==> src/rtl/uart_cmd_seq.sv <==
// uart_cmd_seq -- host-side command sequencer for the DSO UART link.
//
// Sends a CMD_BYTES-wide command through a UART transceiver, most significant
// byte first. It then collects resp_len response bytes and presents each one
// as a single-cycle stream beat.
//
// Ports
//   clk, rst_n          clock, asynchronous active-low reset
//   cmd, resp_len       command word and response byte count (0 = none), latched on send_cmd
//   send_cmd            start pulse, honoured only while idle
//   busy                high from the accepted send_cmd until the end of the transaction
//   cmd_sent            pulse once the last command byte reports tx_done
//   resp_data/vld/last  response stream; resp_last marks the final byte
//   done                pulse at the end of the transaction
//   ack_ok              level: single-byte response equal to ACK_VAL, held until next send_cmd
//   timeout             pulse when a transaction is aborted for inactivity
//   tx_data, trmt       byte and strobe to the UART transmitter
//   tx_done             transmitter-complete level (rising edge is used)
//   rx_data, rx_rdy     received byte and ready level from the UART receiver
//   clr_rx_rdy          pulse that clears rx_rdy in the receiver
//
// Build option: define RESP_TIMEOUT_EN to abort after TIMEOUT_CYC idle cycles
// in TX_WAIT or RESP. When it is not defined, timeout is tied low and the
// sequencer waits indefinitely.

module uart_cmd_seq #(
   parameter int unsigned CMD_BYTES   = 3,
   parameter int unsigned LEN_W       = 16,
   parameter logic [7:0]  ACK_VAL     = 8'hA5,
   parameter int unsigned TIMEOUT_CYC = 65535
) (
   input  logic                   clk,
   input  logic                   rst_n,
   input  logic [8*CMD_BYTES-1:0] cmd,
   input  logic [LEN_W-1:0]       resp_len,
   input  logic                   send_cmd,
   output logic                   busy,
   output logic                   cmd_sent,
   output logic [7:0]             resp_data,
   output logic                   resp_vld,
   output logic                   resp_last,
   output logic                   done,
   output logic                   ack_ok,
   output logic                   timeout,
   output logic [7:0]             tx_data,
   output logic                   trmt,
   input  logic                   tx_done,
   input  logic [7:0]             rx_data,
   input  logic                   rx_rdy,
   output logic                   clr_rx_rdy
);

   // state     | meaning
   // S_IDLE    | waiting for send_cmd
   // S_LOAD    | present next command byte, strobe trmt
   // S_TX_WAIT | waiting for tx_done rising edge
   // S_RESP    | collecting response bytes
   // S_DONE    | issue done, return to idle

   localparam int unsigned CMD_W  = 8 * CMD_BYTES;
   localparam int unsigned BCNT_W = $clog2(CMD_BYTES + 1);

   typedef enum logic [2:0] {S_IDLE, S_LOAD, S_TX_WAIT, S_RESP, S_DONE} state_t;

   state_t             state_q;
   logic [CMD_W-1:0]   shadow_q;
   logic [LEN_W-1:0]   len_q;
   logic [LEN_W-1:0]   resp_cnt_q;
   logic [BCNT_W-1:0]  byte_cnt_q;
   logic               tx_done_q;
   logic               rx_skip_q;
   logic               tx_rise;

   assign tx_rise = tx_done & ~tx_done_q;

`ifdef RESP_TIMEOUT_EN
   localparam int unsigned TMO_W = $clog2(TIMEOUT_CYC + 1);
   logic [TMO_W-1:0]   tmo_cnt_q;
   logic               tmo_hit;
   assign tmo_hit = (tmo_cnt_q == TMO_W'(TIMEOUT_CYC - 1));
`else
   assign timeout = 1'b0;
`endif

   always_ff @(posedge clk or negedge rst_n) begin
      if (!rst_n) begin
         state_q    <= S_IDLE;
         shadow_q   <= '0;
         len_q      <= '0;
         resp_cnt_q <= '0;
         byte_cnt_q <= '0;
         tx_done_q  <= 1'b0;
         rx_skip_q  <= 1'b0;
         busy       <= 1'b0;
         cmd_sent   <= 1'b0;
         resp_data  <= '0;
         resp_vld   <= 1'b0;
         resp_last  <= 1'b0;
         done       <= 1'b0;
         ack_ok     <= 1'b0;
         tx_data    <= '0;
         trmt       <= 1'b0;
         clr_rx_rdy <= 1'b0;
`ifdef RESP_TIMEOUT_EN
         tmo_cnt_q  <= '0;
         timeout    <= 1'b0;
`endif
      end else begin
         tx_done_q  <= tx_done;
         trmt       <= 1'b0;
         cmd_sent   <= 1'b0;
         resp_vld   <= 1'b0;
         resp_last  <= 1'b0;
         clr_rx_rdy <= 1'b0;
         done       <= 1'b0;
         rx_skip_q  <= 1'b0;
`ifdef RESP_TIMEOUT_EN
         // Cleared unless a waiting state keeps it running this cycle.
         timeout    <= 1'b0;
         tmo_cnt_q  <= '0;
`endif
         unique case (state_q)
            S_IDLE: begin
               if (send_cmd) begin
                  shadow_q   <= cmd;
                  len_q      <= resp_len;
                  resp_cnt_q <= resp_len;
                  byte_cnt_q <= '0;
                  ack_ok     <= 1'b0;
                  busy       <= 1'b1;
                  state_q    <= S_LOAD;
               end
            end
            S_LOAD: begin
               tx_data    <= shadow_q[CMD_W-1 -: 8];
               trmt       <= 1'b1;
               shadow_q   <= shadow_q << 8;
               byte_cnt_q <= byte_cnt_q + 1'b1;
               state_q    <= S_TX_WAIT;
            end
            S_TX_WAIT: begin
               if (tx_rise) begin
                  if (byte_cnt_q == BCNT_W'(CMD_BYTES)) begin
                     cmd_sent <= 1'b1;
                     state_q  <= (len_q == '0) ? S_DONE : S_RESP;
                  end else begin
                     state_q  <= S_LOAD;
                  end
               end
`ifdef RESP_TIMEOUT_EN
               else if (tmo_hit) begin
                  timeout <= 1'b1;
                  done    <= 1'b1;
                  busy    <= 1'b0;
                  state_q <= S_IDLE;
               end else begin
                  tmo_cnt_q <= tmo_cnt_q + 1'b1;
               end
`endif
            end
            S_RESP: begin
               // rx_rdy is still high the cycle after clr_rx_rdy, so skip it once.
               if (!rx_skip_q && rx_rdy) begin
                  resp_data  <= rx_data;
                  resp_vld   <= 1'b1;
                  clr_rx_rdy <= 1'b1;
                  rx_skip_q  <= 1'b1;
                  resp_cnt_q <= resp_cnt_q - 1'b1;
                  if (len_q == LEN_W'(1) && rx_data == ACK_VAL) begin
                     ack_ok <= 1'b1;
                  end
                  if (resp_cnt_q == LEN_W'(1)) begin
                     resp_last <= 1'b1;
                     state_q   <= S_DONE;
                  end
               end
`ifdef RESP_TIMEOUT_EN
               else if (tmo_hit) begin
                  timeout <= 1'b1;
                  done    <= 1'b1;
                  busy    <= 1'b0;
                  state_q <= S_IDLE;
               end else begin
                  tmo_cnt_q <= tmo_cnt_q + 1'b1;
               end
`endif
            end
            S_DONE: begin
               done    <= 1'b1;
               busy    <= 1'b0;
               state_q <= S_IDLE;
            end
            default: state_q <= S_IDLE;
         endcase
      end
   end

endmodule
==> config.mk <==
export PLATFORM = sky130hd
export DESIGN_NAME = uart_cmd_seq
export DESIGN_NICKNAME = d
export VERILOG_FILES = /design/src/rtl/uart_cmd_seq.sv
export SDC_FILE = /design/constraint.sdc
export NUM_CORES = 1
export LEC_CHECK = 0
export CORE_ASPECT_RATIO = 0.6
export CORE_UTILIZATION = 45
export DETAILED_ROUTE_END_ITERATION = 16
export GPL_TIMING_DRIVEN = 0
export MAX_ROUTING_LAYER = met4
export PLACE_DENSITY = 0.69
export SETUP_SLACK_MARGIN = 0.02
export SLEW_MARGIN = 20
export SYNTH_ARGS = -nofsm -noshare
export SYNTH_HDL_FRONTEND = slang
export SYNTH_SLANG_ARGS = --single-unit
==> constraint.sdc <==
create_clock -name clk -period 5.41 [get_ports clk]
set_input_delay 1.082 -clock clk [delete_from_list [all_inputs] [get_ports clk]]
set_output_delay 1.082 -clock clk [all_outputs]
set_load 0.005 [all_outputs]
## Word level (Yosys, flattened, before mapping)

Cells that the tools add are included.

| word-level totals | value |
|---|---|
| register bits after elaboration | 85 |
| output and inout port bits | 25 |
| logic and storage cells | 77 |

| cells by class | value |
|---|---|
| reductions and logical operators | 15 |
| bitwise gates (word level) | 2 |
| mux-type cells | 30 |
| equal/unequal tests | 13 |
| $add $sub $neg | 2 |

Operators by type and width:

| operator | number |
|---|---|
| $pmux 24 s2 | 1 |
| $eq 16x1->1 const B | 2 |
| $mux 16 | 2 |
| $pmux 16 s2 | 1 |
| $mux 24 | 1 |
| $mux 3 | 6 |
| $logic_not 16->1 | 1 |
| $sub 16x1->16 const B | 1 |
| $mux 1 | 14 |
| $pmux 3 s4 | 1 |
| $ne 2x2->1 const B | 5 |
| $eq 8x8->1 const B | 1 |
| $reduce_and 2->1 | 4 |
| $reduce_and 4->1 | 2 |
| $eq 3x2->1 const B | 2 |
| $reduce_bool 2->1 | 3 |
| $pmux 1 s2 | 2 |
| $pmux 2 s2 | 1 |
| $eq 3x1->1 const B | 1 |
| $eq 3x3->1 const B | 1 |
| $logic_not 3->1 | 1 |
| $reduce_and 3->1 | 1 |
| $add 2x1->2 const B | 1 |
| $eq 2x2->1 const B | 1 |
| 5 further kinds | 6 |

## Longest topological paths before layout

Gate-level depths: netlist of the first run.

| depth | value |
|---|---|
| depth in word-level cells | 5 |
| mapped depth | 7 |

## Worst setup path before layout of the first run

Ideal clock, no wire load.

| timing path | value |
|---|---|
| path kind | input-to-reg |
| start | in send_cmd |
| end | reg resp_data[0] |
| arrival time | 2.311 ns |
| stages | 5 |
| slack | 2.974 ns |
| required time | 5.285 ns |
| cell sequence | or3b_1 a21oi_2 nand2_2 clkinv_2 mux2_2 |

RTL lines:

| element | line | RTL |
|---|---|---|
| start, declared | 36 | `input logic send_cmd,` |
| end signal, assigned | 164 | `resp_data <= rx_data;` |
| end, declared | 39 | `output logic [7:0] resp_data,` |

==> impl_results.html, run 1 <==
<table>
<tr><th>Metric</th><th>Value</th></tr>
<tr><th colspan="2">Setup path</th></tr>
<tr><td>Required arrival time at the worst endpoint</td><td>between 5000 and 6000 ps</td></tr>
<tr><td>Cell breakdown of the critical path</td><td>clkdlybuf4s50_1, or3b_1, a21oi_2, nand2_2, clkinv_2, mux2_2</td></tr>
<tr><td>CP max stage delay</td><td>560 ps</td></tr>
<tr><td>Biggest fanout along the worst timing path</td><td>10</td></tr>
<tr><td>Number of cell instances on the worst register-to-register path</td><td>5</td></tr>
<tr><td>Data arrival time at the worst-slack endpoint</td><td>between 3000 and 4000 ps</td></tr>
<tr><td>Endpoint kind of the worst setup timing path</td><td>flop</td></tr>
<tr><td>Worst r2r src</td><td>state_q[1]</td></tr>
<tr><td>Cell type of the slowest stage on the worst timing path</td><td>sky130_fd_sc_hd__clkdlybuf4s50_1</td></tr>
<tr><td>R2R setup slack</td><td>3210 ps</td></tr>
<tr><td>Worst setup path class</td><td>primary input to flop</td></tr>
<tr><td>Worst R2R End</td><td>byte_cnt_q[0]</td></tr>
<tr><td>Critical Path Start Type</td><td>primary input</td></tr>
<tr><th colspan="2">Yosys</th></tr>
<tr><td>Basic-gate share of the synthesized area counting and, or, nand and nor cells</td><td>0.229</td></tr>
<tr><td>Number of synthesized flops with an enable pin</td><td>0</td></tr>
<tr><td>Synthesized Nets</td><td>449</td></tr>
<tr><td>Multiplexer fraction of the synthesized cell area</td><td>0.0235</td></tr>
<tr><td>Post-Synth Adder-Cell Area</td><td>0.00980</td></tr>
<tr><td>Synthesized netlist cell count</td><td>393</td></tr>
<tr><td>Post-synthesis sequential area ratio</td><td>0.555</td></tr>
<tr><td>Number of unique standard cell types used by synthesis</td><td>54</td></tr>
<tr><td>Fraction of synthesized cell area in xor and xnor cells</td><td>0</td></tr>
<tr><td>Total standard cell area after synthesis</td><td>3830 sq um</td></tr>
<tr><td>Area fraction in compound gates after synthesis</td><td>0.145</td></tr>
<tr><td>Post-Synthesis Mean Instance Area</td><td>9.75 sq um</td></tr>
<tr><td>Number of storage elements in the synthesis netlist</td><td>85</td></tr>
<tr><td>Largest family of logic cells by synthesized area</td><td>simple AND/OR/NAND/NOR gates</td></tr>
<tr><td>Synth warn</td><td>0</td></tr>
<tr><td>Main flop type after synthesis</td><td>sky130_fd_sc_hd__dfrtp_1</td></tr>
<tr><td>Ys async rst share</td><td>1.00</td></tr>
<tr><th colspan="2">Drt</th></tr>
<tr><td>Number of vias after detailed routing</td><td>around 3300</td></tr>
<tr><td>Ratio of routed vias to standard cells</td><td>5.61</td></tr>
<tr><td>Final antenna-violating net count</td><td>0</td></tr>
<tr><td>Drt first-iter violations</td><td>371</td></tr>
<tr><td>DRC violation count after routing</td><td>0</td></tr>
<tr><td>Per-cell routed wire length</td><td>~17 um</td></tr>
<tr><td>Number of iterations in the first detailed-routing pass</td><td>5</td></tr>
<tr><td>Sum of routed wire length over all layers</td><td>10200 um</td></tr>
<tr><th colspan="2">Global routing</th></tr>
<tr><td>Global-route wire length before repair</td><td>16200 um</td></tr>
<tr><td>Antenna violations before repair</td><td>0</td></tr>
<tr><td>Largest net degree at the start of global routing</td><td>47</td></tr>
<tr><td>Gr usage total</td><td>0.254</td></tr>
<tr><td>Sum of overflow across all layers after global routing</td><td>0</td></tr>
<tr><td>Number of global-route vias before repair</td><td>roughly 3200</td></tr>
<tr><th colspan="2">STA</th></tr>
<tr><td>Max Freq</td><td>331 MHz</td></tr>
<tr><td>Actual slew at the worst max-slew pin</td><td>853 ps</td></tr>
<tr><td>Post-route setup slack</td><td>2390 ps</td></tr>
<tr><td>Number of setup violations in the final report</td><td>0</td></tr>
<tr><td>Post-route minimum period</td><td>slightly above 3000 ps</td></tr>
<tr><td>RSZ-0062 raised after global routing</td><td>no</td></tr>
<tr><td>Final count of pins violating max slew</td><td>0</td></tr>
<tr><td>Final hold violations</td><td>0</td></tr>
<tr><td>Clock Skew</td><td>slightly above 5 ps</td></tr>
<tr><td>Total negative slack for setup checks</td><td>0 ps</td></tr>
<tr><td>Headroom to the max-slew limit</td><td>0.429</td></tr>
<tr><td>Part of the cycle the worst path needs</td><td>0.558</td></tr>
<tr><th colspan="2">Floorplanning</th></tr>
<tr><td>Full die area</td><td>8900 sq um</td></tr>
<tr><td>Die outline width</td><td>approximately 120 um</td></tr>
<tr><td>Core region area</td><td>8070 sq um</td></tr>
<tr><td>Boundary pin count</td><td>78</td></tr>
<tr><td>Initial standard-cell utilization of the core</td><td>0.475</td></tr>
<tr><td>Overall die height</td><td>73.5 um</td></tr>
<tr><td>Placement row count</td><td>25</td></tr>
<tr><th colspan="2">Power and ir drop</th></tr>
<tr><td>Power density of the placed cells</td><td>approximately 560 nW/um^2</td></tr>
<tr><td>Worst IR Drop VDD</td><td>~260 uV</td></tr>
<tr><td>Sequential power share</td><td>0.401</td></tr>
<tr><td>Switching component of the power</td><td>about 1.1 mW</td></tr>
<tr><td>Net switching fraction of the power</td><td>0.378</td></tr>
<tr><td>Clk network pwr share</td><td>0.203</td></tr>
<tr><td>Int Pwr</td><td>roughly 1.8 mW</td></tr>
<tr><td>Share of total power in combinational logic</td><td>0.396</td></tr>
<tr><td>Leak Pwr</td><td>between 2 and 2.5 nW</td></tr>
<tr><th colspan="2">Job</th></tr>
<tr><td>Max-capacitance violation count</td><td>0</td></tr>
<tr><th colspan="2">Worst hold path</th></tr>
<tr><td>Start point of the worst hold path</td><td>tx_done_q</td></tr>
<tr><td>End of the worst hold path</td><td>cmd_sent</td></tr>
<tr><td>Number of cells on the worst hold path</td><td>1</td></tr>
<tr><td>Type of the most critical hold path</td><td>flop to flop</td></tr>
<tr><th colspan="2">Clocking</th></tr>
<tr><td>Clock tree from TritonCTS</td><td>done</td></tr>
<tr><td>Count of instances resized after the clock tree is built</td><td>0</td></tr>
<tr><td>Num Clock Sinks</td><td>85</td></tr>
<tr><td>Buffer depth of the longest clock path</td><td>2</td></tr>
<tr><td>Cell chosen for the clock root</td><td>sky130_fd_sc_hd__clkbuf_16</td></tr>
<tr><td>Number of buffers inserted by post-CTS setup repair</td><td>0</td></tr>
<tr><td>Clock transition at the register clock pins on the worst setup and hold paths after CTS</td><td>60 ps</td></tr>
<tr><td>Number of buffers inserted during clock tree synthesis</td><td>9</td></tr>
<tr><td>Maximum level of the CTS H-tree</td><td>3</td></tr>
<tr><td>Clk_lat worst skew</td><td>340 ps</td></tr>
<tr><td>Number of buffers inserted by hold repair at cts</td><td>0</td></tr>
<tr><th colspan="2">Layout</th></tr>
<tr><td>Fraction of final layout cells with drive strength greater than 1</td><td>0.0947</td></tr>
<tr><td>Number of nets in the finished design</td><td>537</td></tr>
<tr><td>Finished Cell Area</td><td>5030 sq um</td></tr>
<tr><td>Core utilization of the finished layout</td><td>0.623</td></tr>
<tr><td>Area growth, synth to finish</td><td>31.3%</td></tr>
<tr><td>Number of antenna diodes</td><td>0</td></tr>
<tr><th colspan="2">Place</th></tr>
<tr><td>Number of port buffers</td><td>76</td></tr>
<tr><td>Weighted congestion at the end of routability-driven global placement</td><td>0.912</td></tr>
<tr><td>Worst slack, placed</td><td>between 2000 and 2500 ps</td></tr>
<tr><td>Final HPWL from detailed placement</td><td>7420 um</td></tr>
<tr><td>Placed inst area</td><td>4750 sq um</td></tr>
<tr><th colspan="2">Run status</th></tr>
<tr><td>Outcome</td><td>completed</td></tr>
</table>
-- routing by layer --
| layer | global-route usage | up-vias | wire length (um) |
|---|---|---|---|
| met3 | 0.0831 | 11 | 845 |
| met2 | 0.340 | 149 | 4130 |
| met5 | - | - | 0 |
| met4 | 0.0549 | 0 | 73 |
| li1 | - | 1561 | - |
| met1 | 0.369 | 1609 | 5180 |
-- power groups by stage --
stage,logic [mW],clock network (mW),registers (mW)
floorplan,0.703,0,1.09
detailed placement,1.11,0,1.14
finish,1.12,0.576,1.14
global placement,1.07,0,1.13
global route,1.25,0.614,1.17
CTS,1.12,0.588,1.13
-- worst max path at each step --
stage	endpoint	start	slack, ps
global route	resp_data[6]	send_cmd	2290
finish	resp_data[3]	send_cmd	2390
global placement	resp_cnt_q[9]	rst_n	150
floorplan	resp_data[0]	send_cmd	2970
CTS	resp_data[0]	send_cmd	2430
detailed placement	resp_data[0]	send_cmd	2090
-- cells in the mapped netlist (2+ instances only) --
library cell / number / area, sq um
sky130_fd_sc_hd__ha_1: 3 / 37.5
sky130_fd_sc_hd__buf_2: 8 / 40.0
sky130_fd_sc_hd__mux2_2: 8 / 90.1
sky130_fd_sc_hd__nor3_1: 6 / 30.0
sky130_fd_sc_hd__nor4_1: 2 / 12.5
sky130_fd_sc_hd__nand3b_1: 3 / 22.5
sky130_fd_sc_hd__a41oi_1: 2 / 17.5
sky130_fd_sc_hd__nand2_1: 81 / 304
sky130_fd_sc_hd__nor3b_1: 3 / 22.5
sky130_fd_sc_hd__clkbuf_1: 11 / 41.3
sky130_fd_sc_hd__nand3_1: 4 / 20.0
sky130_fd_sc_hd__nand2b_1: 4 / 25.0
sky130_fd_sc_hd__nand4_1: 3 / 18.8
sky130_fd_sc_hd__a21oi_1: 12 / 60.1
sky130_fd_sc_hd__o22ai_1: 18 / 113
sky130_fd_sc_hd__or4_1: 5 / 37.5
sky130_fd_sc_hd__a22o_1: 10 / 87.6
sky130_fd_sc_hd__or4b_1: 2 / 20.0
sky130_fd_sc_hd__buf_1: 2 / 7.51
sky130_fd_sc_hd__buf_4: 2 / 15.0
sky130_fd_sc_hd__o211ai_1: 3 / 22.5
sky130_fd_sc_hd__nor2_1: 48 / 180
sky130_fd_sc_hd__o21ai_0: 18 / 90.1
sky130_fd_sc_hd__nor4b_1: 2 / 17.5
sky130_fd_sc_hd__a31oi_1: 3 / 18.8
sky130_fd_sc_hd__and2_1: 2 / 12.5
sky130_fd_sc_hd__or3b_2: 2 / 17.5
sky130_fd_sc_hd__nand4b_1: 4 / 35.0
sky130_fd_sc_hd__inv_1: 8 / 30.0
sky130_fd_sc_hd__a32oi_1: 2 / 17.5
sky130_fd_sc_hd__a2bb2oi_1: 2 / 17.5
sky130_fd_sc_hd__nor4_2: 3 / 37.5
sky130_fd_sc_hd__a22oi_1: 2 / 15.0
sky130_fd_sc_hd__dfrtp_1: 85 / 2130
-- kinds of logic after synthesis --
logic type | Yosys count
and+or+nand+nor | 181
DFF | 85
AOI/OAI and AO/OA | 83
buffers and inverters | 32
muxes | 8
adders and majority gates | 3
other | 1
-- worst max-delay path, delay by kind of cell --
kind,cells,cell delay [ps]
simple gates,2,530
compound gates,1,550
mux,1,350
buf+inv,2,720
-- sequential cells by signal, indices dropped and copies added, names as in the netlist --
name / cells
len_q: 16
resp_data: 8
resp_cnt_q: 16
trmt: 1
shadow_q: 24
resp_last: 1
rx_skip_q: 1
done: 1
busy: 1
tx_data: 8
cmd_sent: 1
ack_ok: 1
tx_done_q: 1
state_q: 3
byte_cnt_q: 2
-- layout make-up --
cell class / count / area (sq um)
plain buffers: 23 / 104
clock buffers: 11 / 243
clock inverters: 5 / 36.3
fillers: 692 / 3040
inverters: 9 / 35.0
multi-input cells: 276 / 1560
flip-flops and latches: 85 / 2130
well taps: 108 / 135
repair buffers: 77 / 786
-- metrics by stage --
step	power, mW	hold slack (ps)	instances
detailed placement	2.24	417	578
floorplan	1.80	400	393
finish	2.83	436	594
CTS	2.83	432	594
global route	3.03	457	594
global placement	2.20	433	577
-- layout by cell type, fill, tap and decap left out, types with 3 or more instances in the layout --
| cell type | n |
|---|---|
| sky130_fd_sc_hd__o211ai_1 | 3 |
| sky130_fd_sc_hd__nor3_1 | 6 |
| sky130_fd_sc_hd__buf_4 | 3 |
| sky130_fd_sc_hd__mux2_2 | 8 |
| sky130_fd_sc_hd__nor2_1 | 48 |
| sky130_fd_sc_hd__nand4b_1 | 4 |
| sky130_fd_sc_hd__nor4_2 | 3 |
| sky130_fd_sc_hd__nand2_1 | 81 |
| sky130_fd_sc_hd__o22ai_1 | 18 |
| sky130_fd_sc_hd__a31oi_1 | 3 |
| sky130_fd_sc_hd__nand2b_1 | 4 |
| sky130_fd_sc_hd__ha_1 | 3 |
| sky130_fd_sc_hd__clkinvlp_4 | 3 |
| sky130_fd_sc_hd__a21oi_1 | 12 |
| sky130_fd_sc_hd__nand4_1 | 3 |
| sky130_fd_sc_hd__a22o_1 | 10 |
| sky130_fd_sc_hd__clkdlybuf4s50_1 | 75 |
| sky130_fd_sc_hd__buf_2 | 8 |
| sky130_fd_sc_hd__nand3b_1 | 3 |
| sky130_fd_sc_hd__nand3_1 | 4 |
| sky130_fd_sc_hd__o21ai_0 | 18 |
| sky130_fd_sc_hd__clkbuf_1 | 12 |
| sky130_fd_sc_hd__or4_1 | 5 |
| sky130_fd_sc_hd__clkbuf_16 | 9 |
| sky130_fd_sc_hd__inv_1 | 8 |
| sky130_fd_sc_hd__dfrtp_1 | 85 |
| sky130_fd_sc_hd__nor3b_1 | 3 |
Power figures use the tool's default switching activity.
==> run 2, diff against run 1 <==
--- a/config.mk
+++ b/config.mk
@@ -10,7 +10,7 @@
 export DETAILED_ROUTE_END_ITERATION = 16
 export GPL_TIMING_DRIVEN = 0
 export MAX_ROUTING_LAYER = met4
-export PLACE_DENSITY = 0.69
+export PLACE_DENSITY = 0.72
 export SETUP_SLACK_MARGIN = 0.02
 export SLEW_MARGIN = 20
 export SYNTH_ARGS = -nofsm -noshare
==> constraint.sdc (replaced) <==
create_clock -name clk -period 2.55 [get_ports clk]
set_input_delay 0.51 -clock clk [delete_from_list [all_inputs] [get_ports clk]]
set_output_delay 0.51 -clock clk [all_outputs]
set_load 0.005 [all_outputs]
==> run 2 against run 1 <==
Net effect:
- setup slack worse by 2200 ps
- hold slack worse by 320 ps
- largest cell class unchanged
- highest routed layer unchanged
- final cell count unchanged
==> impl_results.html, run 2 (synthesized netlist as in run 1, its figures left out) <==
<table>
<tr><th>Metric</th><th>Value</th></tr>
<tr><th colspan="2">Floorplanning</th></tr>
<tr><td>Full die area</td><td>8900 sq um (unchanged)</td></tr>
<tr><td>Placement row count</td><td>25 (unchanged)</td></tr>
<tr><td>Die outline width</td><td>121 um (unchanged)</td></tr>
<tr><td>Boundary pin count</td><td>78 (unchanged)</td></tr>
<tr><td>Overall die height</td><td>73.5 um (unchanged)</td></tr>
<tr><td>Core region area</td><td>8070 sq um (unchanged)</td></tr>
<tr><td>Initial standard-cell utilization of the core</td><td>0.475 (unchanged)</td></tr>
<tr><th colspan="2">Layout</th></tr>
<tr><td>Highest-count cells in the layout ignoring fill and taps</td><td>sky130_fd_sc_hd__dfrtp_1 (85), sky130_fd_sc_hd__nand2_1 (81), sky130_fd_sc_hd__clkdlybuf4s50_1 (75) (unchanged)</td></tr>
<tr><td>Most common cell after layout, fill and taps aside</td><td>sky130_fd_sc_hd__dfrtp_1 (unchanged)</td></tr>
<tr><td>Area growth, synth to finish</td><td>32.1% (was 31.3%)</td></tr>
<tr><td>Register area</td><td>2130 sq um (unchanged)</td></tr>
<tr><td>Number of flip-flops under the largest register name</td><td>24 (unchanged)</td></tr>
<tr><td>Number of nets in the finished design</td><td>537 (unchanged)</td></tr>
<tr><td>Final-layout fill cell count</td><td>681 (was 692)</td></tr>
<tr><td>Number of antenna diodes</td><td>0 (unchanged)</td></tr>
<tr><td>Area occupied by multi-input gates</td><td>1570 sq um (was 1560 sq um)</td></tr>
<tr><td>Most flops, register</td><td>shadow_q (unchanged)</td></tr>
<tr><td>Largest registers</td><td>shadow_q x24, len_q x16, resp_cnt_q x16 (unchanged)</td></tr>
<tr><td>Fraction of final layout cells with drive strength greater than 1</td><td>0.0947 (unchanged)</td></tr>
<tr><td>Non-filler instance count after layout</td><td>594 (unchanged)</td></tr>
<tr><td>Finished Cell Area</td><td>5060 sq um (was 5030 sq um)</td></tr>
<tr><th colspan="2">Run status</th></tr>
<tr><td>Outcome</td><td>completed (unchanged)</td></tr>
<tr><th colspan="2">Job</th></tr>
<tr><td>Max-capacitance violation count</td><td>0 (unchanged)</td></tr>
<tr><th colspan="2">Global routing</th></tr>
<tr><td>Antenna violations before repair</td><td>0 (unchanged)</td></tr>
<tr><td>Sum of overflow across all layers after global routing</td><td>0 (unchanged)</td></tr>
<tr><td>Number of global-route vias before repair</td><td>3240 (was 3165)</td></tr>
<tr><td>Largest net degree at the start of global routing</td><td>53 (was 47)</td></tr>
<tr><td>Global-route wire length before repair</td><td>17300 um (was 16200 um)</td></tr>
<tr><td>Gr usage total</td><td>0.272 (was 0.254)</td></tr>
<tr><th colspan="2">STA</th></tr>
<tr><td>Max Freq</td><td>~430 MHz</td></tr>
<tr><td>Post-route minimum period</td><td>2320 ps</td></tr>
<tr><td>Clock Skew</td><td>5.34 ps (was 5.18 ps)</td></tr>
<tr><td>Part of the cycle the worst path needs</td><td>0.909</td></tr>
<tr><td>Worst hold slack</td><td>116 ps (was 436 ps)</td></tr>
<tr><td>Headroom to the max-slew limit</td><td>0.368 (was 0.429)</td></tr>
<tr><td>Final count of pins violating max slew</td><td>0 (unchanged)</td></tr>
<tr><td>Final hold violations</td><td>0 (unchanged)</td></tr>
<tr><td>Number of setup violations in the final report</td><td>0 (unchanged)</td></tr>
<tr><td>RSZ-0062 raised after global routing</td><td>no (unchanged)</td></tr>
<tr><td>Actual slew at the worst max-slew pin</td><td>945 ps (was 853 ps)</td></tr>
<tr><th colspan="2">Drt</th></tr>
<tr><td>Number of iterations in the first detailed-routing pass</td><td>5 (unchanged)</td></tr>
<tr><td>Final antenna-violating net count</td><td>0 (unchanged)</td></tr>
<tr><td>Per-cell routed wire length</td><td>17.7 um (was 17.2 um)</td></tr>
<tr><td>Drt first-iter violations</td><td>238 (was 371)</td></tr>
<tr><td>Number of vias after detailed routing</td><td>3354 (was 3330)</td></tr>
<tr><td>Ratio of routed vias to standard cells</td><td>5.65 (was 5.61)</td></tr>
<tr><td>Sum of routed wire length over all layers</td><td>10500 um (was 10200 um)</td></tr>
<tr><td>DRC violation count after routing</td><td>0 (unchanged)</td></tr>
<tr><th colspan="2">Power and ir drop</th></tr>
<tr><td>Leak Pwr</td><td>2.22 nW (was 2.20 nW)</td></tr>
<tr><td>Total power after layout</td><td>6.15 mW (was 2.83 mW)</td></tr>
<tr><td>Power density of the placed cells</td><td>1220 nW/um^2 (was 563 nW/um^2)</td></tr>
<tr><td>Worst IR Drop VDD</td><td>584 uV (was 263 uV)</td></tr>
<tr><th colspan="2">Worst hold path</th></tr>
<tr><td>Type of the most critical hold path</td><td>primary input to async pin (was flop to flop)</td></tr>
<tr><th colspan="2">Setup path</th></tr>
<tr><td>Endpoint kind of the worst setup timing path</td><td>flop (unchanged)</td></tr>
<tr><td>Worst r2r src</td><td>resp_cnt_q[0] (was state_q[1])</td></tr>
<tr><td>Worst setup path class</td><td>flop to flop (was primary input to flop)</td></tr>
<tr><td>Biggest fanout along the worst timing path</td><td>7 (was 10)</td></tr>
<tr><td>Critical Path Start Type</td><td>flop (was primary input)</td></tr>
<tr><td>Number of cell instances on the worst register-to-register path</td><td>6 (was 5)</td></tr>
<tr><td>Worst R2R End</td><td>resp_cnt_q[8] (was byte_cnt_q[0])</td></tr>
<tr><td>Data arrival time at the worst-slack endpoint</td><td>2550 ps (was 3250 ps)</td></tr>
<tr><td>R2R setup slack</td><td>230 ps (was 3210 ps)</td></tr>
<tr><td>Required arrival time at the worst endpoint</td><td>2780 ps (was 5640 ps)</td></tr>
<tr><th colspan="2">Place</th></tr>
<tr><td>Number of port buffers</td><td>76 (unchanged)</td></tr>
<tr><td>Inst Count DP</td><td>578 (unchanged)</td></tr>
<tr><td>Placed inst area</td><td>4750 sq um (unchanged)</td></tr>
<tr><td>Final HPWL from detailed placement</td><td>7640 um (was 7420 um)</td></tr>
<tr><td>Weighted congestion at the end of routability-driven global placement</td><td>0.913 (was 0.912)</td></tr>
<tr><th colspan="2">Clocking</th></tr>
<tr><td>Number of buffers inserted by hold repair at cts</td><td>0 (unchanged)</td></tr>
<tr><td>Maximum level of the CTS H-tree</td><td>3 (unchanged)</td></tr>
<tr><td>Clock transition at the register clock pins on the worst setup and hold paths after CTS</td><td>60 ps (about the same)</td></tr>
<tr><td>Cell chosen for the clock root</td><td>sky130_fd_sc_hd__clkbuf_16 (unchanged)</td></tr>
<tr><td>Clock tree from TritonCTS</td><td>done (unchanged)</td></tr>
<tr><td>Num Clock Sinks</td><td>85 (unchanged)</td></tr>
<tr><td>Buffer depth of the longest clock path</td><td>2 (unchanged)</td></tr>
<tr><td>Clk_lat worst skew</td><td>340 ps (about the same)</td></tr>
<tr><td>Number of buffers inserted during clock tree synthesis</td><td>9 (unchanged)</td></tr>
</table>
-- run 2: repair_timing --
item                       4_1_cts  5_1_grt
resized for setup                0        1
setup buffers                    0        0
setup endpoints to repair        0        2
-- run 2: worst max path at each step --
stage / depth (start not counted) / from / slack (ps) / to
6_report: 6 / resp_cnt_q[0] / 230 / resp_cnt_q[8]
5_1_grt: 6 / resp_cnt_q[0] / 130 / resp_cnt_q[12]
4_1_cts: 6 / send_cmd / 140 / resp_data[7]
3_5_place_dp: 6 / send_cmd / -220 / resp_data[7]
3_3_place_gp: 1 / rst_n / -2080 / resp_cnt_q[10]
2_1_floorplan: 5 / send_cmd / 690 / resp_data[0]
-- run 2: layout make-up --
cell class	instances	share of cell area
clock buffer	11	0.0480
buffer	23	0.0205
tap	108	0.0267
timing repair buffer	77	0.155
sequential	85	0.420
multi-input combinational	276	0.311
clock inverter	5	0.0119
inverter	9	0.00692
-- run 2: layer usage --
| layer | GRT usage | vias to the layer above | routed length (um) |
|---|---|---|---|
| li1 | - | 1567 | - |
| met1 | 0.405 | 1629 | 5130 |
| met2 | 0.361 | 148 | 4270 |
| met3 | 0.0792 | 10 | 1020 |
| met4 | 0.0604 | 0 | 84 |
| met5 | - | - | 0 |
-- run 2: critical path: stages, from the launching register on --
cell                      delay, ps
sky130_fd_sc_hd__dfrtp_1        460
sky130_fd_sc_hd__inv_1          100
sky130_fd_sc_hd__ha_1           200
sky130_fd_sc_hd__nor3b_1        790
sky130_fd_sc_hd__and2_1         340
sky130_fd_sc_hd__a31oi_1        120
sky130_fd_sc_hd__o22a_1         200
-- run 2: through the flow --
| stage | util | setup slack [ps] | setup TNS [ps] |
|---|---|---|---|
| 6_report | 0.627 | 232 | 0 |
| 5_1_grt | 0.627 | 126 | 0 |
| 4_1_cts | 0.626 | 142 | 0 |
| 3_5_place_dp | 0.589 | -216 | -1740 |
| 3_3_place_gp | 0.586 | -2080 | -177530 |
| 2_1_floorplan | - | 686 | 0 |
-- run 2: power breakdown --
group          internal (mW)  switching [mW]  leakage, nW
Sequential              1.97           0.439         1.04
Combinational           1.08            1.34         1.03
Clock                  0.787           0.529        0.146
